<file path="src/rtl/sdes_pkg.sv">
// Shared S-DES widths, round encoding and the E/P expansion used by the
// keymix stage and later by the key-schedule and Fk assembly.
package sdes_pkg;

  localparam int NIBBLE_W = 4;
  localparam int BYTE_W   = 8;

  localparam logic ROUND_K1 = 1'b0;
  localparam logic ROUND_K2 = 1'b1;

  typedef enum logic [1:0] {
    SKID_EMPTY = 2'd0,
    SKID_ONE   = 2'd1,
    SKID_FULL  = 2'd2
  } skidState_t;

  // E/P = {n4,n1,n2,n3,n2,n3,n4,n1} with n1 as the nibble MSB
  function automatic logic [BYTE_W-1:0] ep_expand(input logic [NIBBLE_W-1:0] n);
    return {n[0], n[3], n[2], n[1], n[2], n[1], n[0], n[3]};
  endfunction

endpackage

</file>
<file path="src/rtl/sdes_skid_buf.sv">
// Two-entry valid/ready skid buffer; with SKID_EN=0 it degrades to a single
// output register whose ready looks through to outReady.
//
// state      | meaning
// SKID_EMPTY | nothing held, outValid low
// SKID_ONE   | output register holds the head item
// SKID_FULL  | output register plus skid register both hold items
module sdes_skid_buf
  import sdes_pkg::*;
#(
  parameter int WIDTH   = 9,
  parameter bit SKID_EN = 1'b1
) (
  input  logic             clk,
  input  logic             resetN,
  input  logic             inValid,
  output logic             inReady,
  input  logic [WIDTH-1:0] inData,
  output logic             outValid,
  input  logic             outReady,
  output logic [WIDTH-1:0] outData
);

  skidState_t       state, nextState;
  logic [WIDTH-1:0] skidData;
  logic             push, pop, loadOut, loadSkid, moveSkid;

  assign inReady  = SKID_EN ? (state != SKID_FULL)
                            : ((state == SKID_EMPTY) || outReady);
  assign outValid = (state != SKID_EMPTY);
  assign push     = inValid && inReady;
  assign pop      = outValid && outReady;

  always_comb begin
    nextState = state;
    loadOut   = 1'b0;
    loadSkid  = 1'b0;
    moveSkid  = 1'b0;
    case (state)
      SKID_EMPTY: begin
        if (push) begin
          nextState = SKID_ONE;
          loadOut   = 1'b1;
        end
      end
      SKID_ONE: begin
        if (push && pop) begin
          loadOut = 1'b1;
        end else if (push) begin
          nextState = SKID_FULL;
          loadSkid  = 1'b1;
        end else if (pop) begin
          nextState = SKID_EMPTY;
        end
      end
      SKID_FULL: begin
        if (pop) begin
          nextState = SKID_ONE;
          moveSkid  = 1'b1;
        end
      end
      default: nextState = SKID_EMPTY;
    endcase
  end

  always_ff @(posedge clk) begin
    if (!resetN) begin
      state    <= SKID_EMPTY;
      outData  <= '0;
      skidData <= '0;
    end else begin
      state <= nextState;
      if (loadOut) begin
        outData <= inData;
      end else if (moveSkid) begin
        outData <= skidData;
      end
      if (loadSkid) begin
        skidData <= inData;
      end
    end
  end

endmodule

</file>
<file path="src/rtl/sdes_ep_keymix.sv">
// S-DES expand/permute plus subkey mix, registered into a skid buffer that
// feeds the S0/S1 S-box inputs over valid/ready.
module sdes_ep_keymix
  import sdes_pkg::*;
#(
  parameter bit AUTO_ROUND = 1'b1,
  parameter bit SKID_EN    = 1'b1
) (
  input  logic                clk,
  input  logic                resetN,
  input  logic                keyLoad,
  input  logic [BYTE_W-1:0]   subKey1,
  input  logic [BYTE_W-1:0]   subKey2,
  input  logic                inValid,
  output logic                inReady,
  input  logic [NIBBLE_W-1:0] rightHalf,
  input  logic                roundIn,
  output logic                outValid,
  input  logic                outReady,
  output logic [NIBBLE_W-1:0] leftSide,
  output logic [NIBBLE_W-1:0] rightSide,
  output logic                roundOut
);

  localparam int PAYLOAD_W = 1 + BYTE_W;

  logic [BYTE_W-1:0]    k1Reg, k2Reg, roundKey, mixed;
  logic                 keysReady, toggle, round, bufReady, accept;
  logic [PAYLOAD_W-1:0] outWord;

  assign inReady  = keysReady && bufReady;
  assign accept   = inValid && inReady;
  assign round    = AUTO_ROUND ? toggle : roundIn;
  assign roundKey = (round == ROUND_K2) ? k2Reg : k1Reg;
  // Mixing at capture means a later keyLoad never disturbs buffered items
  assign mixed    = ep_expand(rightHalf) ^ roundKey;

  always_ff @(posedge clk) begin
    if (!resetN) begin
      k1Reg     <= '0;
      k2Reg     <= '0;
      keysReady <= 1'b0;
      toggle    <= ROUND_K1;
    end else begin
      if (keyLoad) begin
        k1Reg     <= subKey1;
        k2Reg     <= subKey2;
        keysReady <= 1'b1;
        toggle    <= ROUND_K1;
      end else if (accept && AUTO_ROUND) begin
        toggle <= ~toggle;
      end
    end
  end

  sdes_skid_buf #(
    .WIDTH   (PAYLOAD_W),
    .SKID_EN (SKID_EN)
  ) uSkid (
    .clk      (clk),
    .resetN   (resetN),
    .inValid  (inValid && keysReady),
    .inReady  (bufReady),
    .inData   ({round, mixed}),
    .outValid (outValid),
    .outReady (outReady),
    .outData  (outWord)
  );

  assign {roundOut, leftSide, rightSide} = outWord;

endmodule

</file>
<file path="config.mk">
export PLATFORM = sky130hd
export DESIGN_NAME = sdes_ep_keymix
export DESIGN_NICKNAME = d
export VERILOG_FILES = /design/src/rtl/sdes_pkg.sv /design/src/rtl/sdes_skid_buf.sv /design/src/rtl/sdes_ep_keymix.sv
export SDC_FILE = /design/constraint.sdc
export NUM_CORES = 1
export LEC_CHECK = 0
export CAP_MARGIN = 20
export CORE_ASPECT_RATIO = 2
export CORE_MARGIN = 3
export CORE_UTILIZATION = 50
export CTS_CLUSTER_DIAMETER = 120
export DETAILED_ROUTE_END_ITERATION = 8
export PLACE_DENSITY_LB_ADDON = 0.1
export SETUP_SLACK_MARGIN = 0.15
export SYNTH_ARGS = -nofsm -noshare
export SYNTH_HDL_FRONTEND = slang
export SYNTH_SLANG_ARGS = --single-unit
</file>
<file path="constraint.sdc">
create_clock -name clk -period 2.3 [get_ports clk]
set_input_delay 0.345 -clock clk [delete_from_list [all_inputs] [get_ports clk]]
set_output_delay 0.345 -clock clk [all_outputs]
set_load 0.05 [all_outputs]
</file>
* After elaboration in Yosys (flattened, before gate mapping) *
Index checks and enable logic that the tools add are counted.

word-level totals
  memories kept = 0
  memory bits (writable) = 0
  word-level logic and storage cells = 44
  memory bits (read-only) = 0
  latch bits = 0
  output and inout port bits = 11
  flip-flop bits (word level) = 38
  bits of input ports = 26

operators by class
  magnitude comparators = 0
  bitwise operators = 3
  reduce and logical (&&, ||, !) cells = 11
  equal/unequal tests = 7
  multiply operators = 0
  add/sub/neg operators = 0
  div/mod/pow operators = 0
  shift-type cells = 0
  muxes and demuxes = 16

operators by type and width
  cell                                                  number
  two-way mux 9 bit                                     2
  two-way mux 2 bit                                     5
  two-way mux 8 bit                                     1
  bitwise XOR 8 bit                                     1
  logical AND 1 bit                                     6
  two-way mux 1 bit                                     6
  case mux 2 bit (3 select lines)                       1
  != test 2 x 1 -> 1 bit (second input constant)        2
  != test 2 bit (second input constant)                 2
  AND reduction 4 bit                                   1
  nonzero test 2 bit                                    2
  != test 3 x 1 -> 1 bit (second input constant)        1
  equality test 2 x 1 -> 1 bit (second input constant)  1
  equality test 2 bit (second input constant)           1
  zero test 2 bit                                       1
  NOT 1 bit                                             2
  case mux 1 bit (2 select lines)                       1
  OR reduction 2 bit                                    1

* Depth between registers and ports, before layout *
  depth after elaboration = 6
  mapped depth = 5
  depth with buffers taken out = 4

* By module *
From an unflattened synthesis, not the netlist that was laid out.

unflattened totals
  cells, all modules = 166
  area, all modules = 1701.6 µm²

by module, submodules not included
  module          area an instance (µm²)  cells each  instances
  sdes_ep_keymix  855.8                   77          1
  sdes_skid_buf   845.8                   89          1

* Worst setup path before layout *
OpenSTA, ideal clock, no wires.

  path kind = reg2out
  start point = reg uSkid.state[0]
  end point = out inReady
  path buffers = 0
  stages on the path, launching flop included = 3
  slack = 0.660 ns
  required time = 1.955 ns
  arrival = 1.295 ns
  cells stage by stage = dfxtp_1 > and2b_2 > nor2b_1

between the ends
  word-level cells in the longest chain between the ends = 2

RTL lines
  what                      line                  text
  start: declaration        sdes_skid_buf.sv:24   skidState_t state, nextState;
  start signal: assignment  sdes_skid_buf.sv:72   state <= nextState;
  != test 2 bit             sdes_skid_buf.sv:28   assign inReady = SKID_EN ? (state != SKID_FULL)
  logical AND 1 bit         sdes_ep_keymix.sv:31  assign inReady = keysReady && bufReady;
  end: declaration          sdes_ep_keymix.sv:15  output logic inReady,

Every way passes these cells.

* Final worst setup path *
  start point = reg uSkid.state[1]
  end point = out outValid

between the ends
  word-level cells in the longest chain between the ends = 1

RTL lines
  what                line                  text
  nonzero test 2 bit  sdes_skid_buf.sv:30   assign outValid = (state != SKID_EMPTY);
  end: declaration    sdes_ep_keymix.sv:18  output logic outValid,

Every way passes these cells.

==> impl_results.md <==
- Pint: ~0.0011 W
- Setup violators final: 0
- Switching power: roughly 0.00035 W
- Synth cell count leaders: dfxtp_1, mux2i_1, nor2b_1, nand2_1, o22ai_1
- Seq pwr share: 0.481
- Cell taking the most area after synthesis: dfxtp_1
- Largest family of logic cells by synthesized area: simple AND/OR/NAND/NOR gates
- Worst path cell trace: or2_2, clkdlybuf4s50_1
- Yosys cell types: 29
- Cell area after synthesis: 1650 um^2
- Final TNS setup: 0 ns
- Share of cells above drive strength 1: 0.104
- DR vias/cell: 5.66
- Syn Inst Count: 155
- WL/cell: 15.2 um
- Critical path arrival: 1.62 ns
- Total Wirelength: 3.38 mm
- Fraction of the mapped netlist area in adder cells: 0
- Detail Placement HPWL: ~2.6 mm
- Post-synthesis net count: 181
- Total CTS buffers: 5
- Dpl ws: 0.372 ns
- CTS root buffer: clkbuf_8
- N_diodes: 0
- Max incr delay on CP: 0.70 ns
- Initial core utilization: 0.540
- Grt ovf: 0
- Worst slew pin tran: 0.557 ns
- Post-synthesis compound-gate area fraction: 0.0965
- Io pins: 37
- Setup crit end kind: primary output
- Most used DFF post-synth: dfxtp_1
- Post-synthesis mux area share: 0.158
- Num rows: 28
- Clk pin slew, worst setup/hold paths: approximately 0.080 ns
- Synth top area share: 0.462
- Sw Share: 0.241
- Crit-path slowest cell: clkdlybuf4s50_1
- Fin crit share: 0.856
- CTS Sinks: 38
- Die area: 4060 um^2
- Average size of a mapped cell: about 11 um^2
- Via count: 1,257
- CP top delay family: buffers and inverters
- Leakage: between 0.8 and 0.9 nW
- I/O Buffers: 35
- Vias in the first global route: ~1,300
- Post-synthesis async set-or-reset flop share: 0
- Clock tree buffer depth: 2
- RSZ-0062 raised after global routing: no
- Final min period: 1.97 ns
- PwrDens: 693 nW/um^2
- Count leader, synth: dfxtp_1
- Total of max-cap violations: 0
- Worst Path Buf+Inv: 1
- Detailed Route Iter0 Violations: 21
- Peak fanout along the critical path: 6
- Top area cells in the synthesized netlist: dfxtp_1, mux2i_1, nor2b_1
- Post-synthesis xor/xnor area fraction: 0.0479
- Post-layout net count: 217
- Chip height: 87.2 um
- Critical path class: reg -> out
- Comb pwr share: 0.143
- Cts hold-fix bufs: 0
- Achievable Freq: 508 MHz
- DRC: 0
- Slew margin rel.: 0.628
- Core area: 3050 um^2
- CTS tree: built
- Synth-to-layout area growth: 28.2%
- YS warnings: 0
- Post-Route Skew: 0.00973 ns
- Sequential element share of the synthesized area: 0.462
- H-tree levels: 2
- Final Worst Setup Slack: 0.332 ns
- First-pass GRT wire length: a little under 6 mm
- Slew Limit Fails: 0
- Final hold vios: 0
- Antenna violations before repair: 0
- Worst endpoint required time: 1.96 ns
- Fill count: ~270
- Postcts setup bufs: 0
- Final Util: 0.693
- Clock Power Share: 0.376
- Pwr Total: 0.00146 W
- TritonRoute pass-1 iters: 4
- Number of routed nets with antenna violations: 0
- Number of synthesized flops with an enable pin: 0
- # resized after CTS: 0
- Hold Path Class: reg -> reg
- Flops & latches, synth: 38
- Largest net degree at the start of global routing: 19
- Launching element type of the critical path: flop
- Die Width: around 47 um
- Outcome: complete, no violations
- IR drop worst, VDD: roughly 0.00052 V
- Synth Area in Simple Gates: 0.199
- Global-route usage over all layers: 0.195
- GPL Wtd Cong: ~0.78
- Clock Latency Late Sink: roughly 0.29 ns
flip-flops by register name, indices dropped and copies added (netlist names):
name,flops
k1Reg,8
k2Reg,8
keysReady,1
round,1
uSkid.outData,9
uSkid.skidData,9
uSkid.state,2
layout by cell type, fill, tap and decap left out, drive strengths merged:
master	count
or2	1
nor2b	19
clkbuf	5
clkinv	2
clkdlybuf4s50	34
a21boi	1
nor2	1
xor2	8
nand3b	1
nand4b	8
o21a	1
bufinv	1
and2	3
and2b	1
nor3	1
o22ai	9
and3b	1
mux2i	26
nor3b	2
a22oi	1
xnor2	1
a21oi	2
nand2	12
dfxtp	38
o221ai	8
buf	5
final timing paths:
kind / start / endpoint / slack, ns / cells past startpoint
setup / recovery: uSkid.state[1] / outValid / 0.33 / 2
hold / removal: uSkid.skidData[1] / uSkid.skidData[1] / 0.49 / 2
setup reg to reg: round / uSkid.outData[3] / 0.78 / 3
hold reg to reg: uSkid.skidData[1] / uSkid.skidData[1] / 0.49 / 2
routing by layer:
layer | share of wire | vias up | GRT usage
li1 | - | 626 | -
met1 | 0.38 | 585 | 0.225
met2 | 0.55 | 39 | 0.323
met3 | 0.050 | 7 | 0.0476
met4 | 0.021 | 0 | 0.0855
met5 | 0 | - | 0
worst reg2reg max path, stage by stage, from the launching register on:
cell,delay (ns)
dfxtp_1,0.68
mux2i_1,0.29
xor2_1,0.27
o221ai_1,0.15
metrics by stage:
step	cells	hold WS [ns]	cell area [um^2]
2_1_floorplan	155	0.421	1650
3_3_place_gp	214	0.468	2000
3_5_place_dp	214	0.481	2000
4_1_cts	222	0.496	2110
5_1_grt	222	0.517	2110
6_report	222	0.494	2110
final cells by class:
cell class                      instances  area [um^2]  area share
Clock buffer                            5         68.8      0.0326
Multi-Input combinational cell        107          826       0.391
Clock inverter                          3         40.0      0.0190
Sequential cell                        38          761       0.360
Tap cell                               30         37.5      0.0178
Timing Repair Buffer                   39          378       0.179
kinds of logic after synthesis:
family / count (synthesis)
DFF: 38
buffers and inverters: 10
and+or+nand+nor: 50
xor gates and xnor gates: 9
AOI/OAI and AO/OA: 22
muxes: 26
power by group through the flow:
| stage | combinational [W] | clock (W) | sequential (W) |
|---|---|---|---|
| 3_5_place_dp | 0.000209 | 0 | 0.000719 |
| 2_1_floorplan | 0.000104 | 0 | 0.000739 |
| 5_1_grt | 0.000226 | 0.000596 | 0.000707 |
| 6_report | 0.000209 | 0.000550 | 0.000704 |
| 4_1_cts | 0.000211 | 0.000564 | 0.000704 |
| 3_3_place_gp | 0.000203 | 0 | 0.000717 |
(Power assumes the default switching activity.)
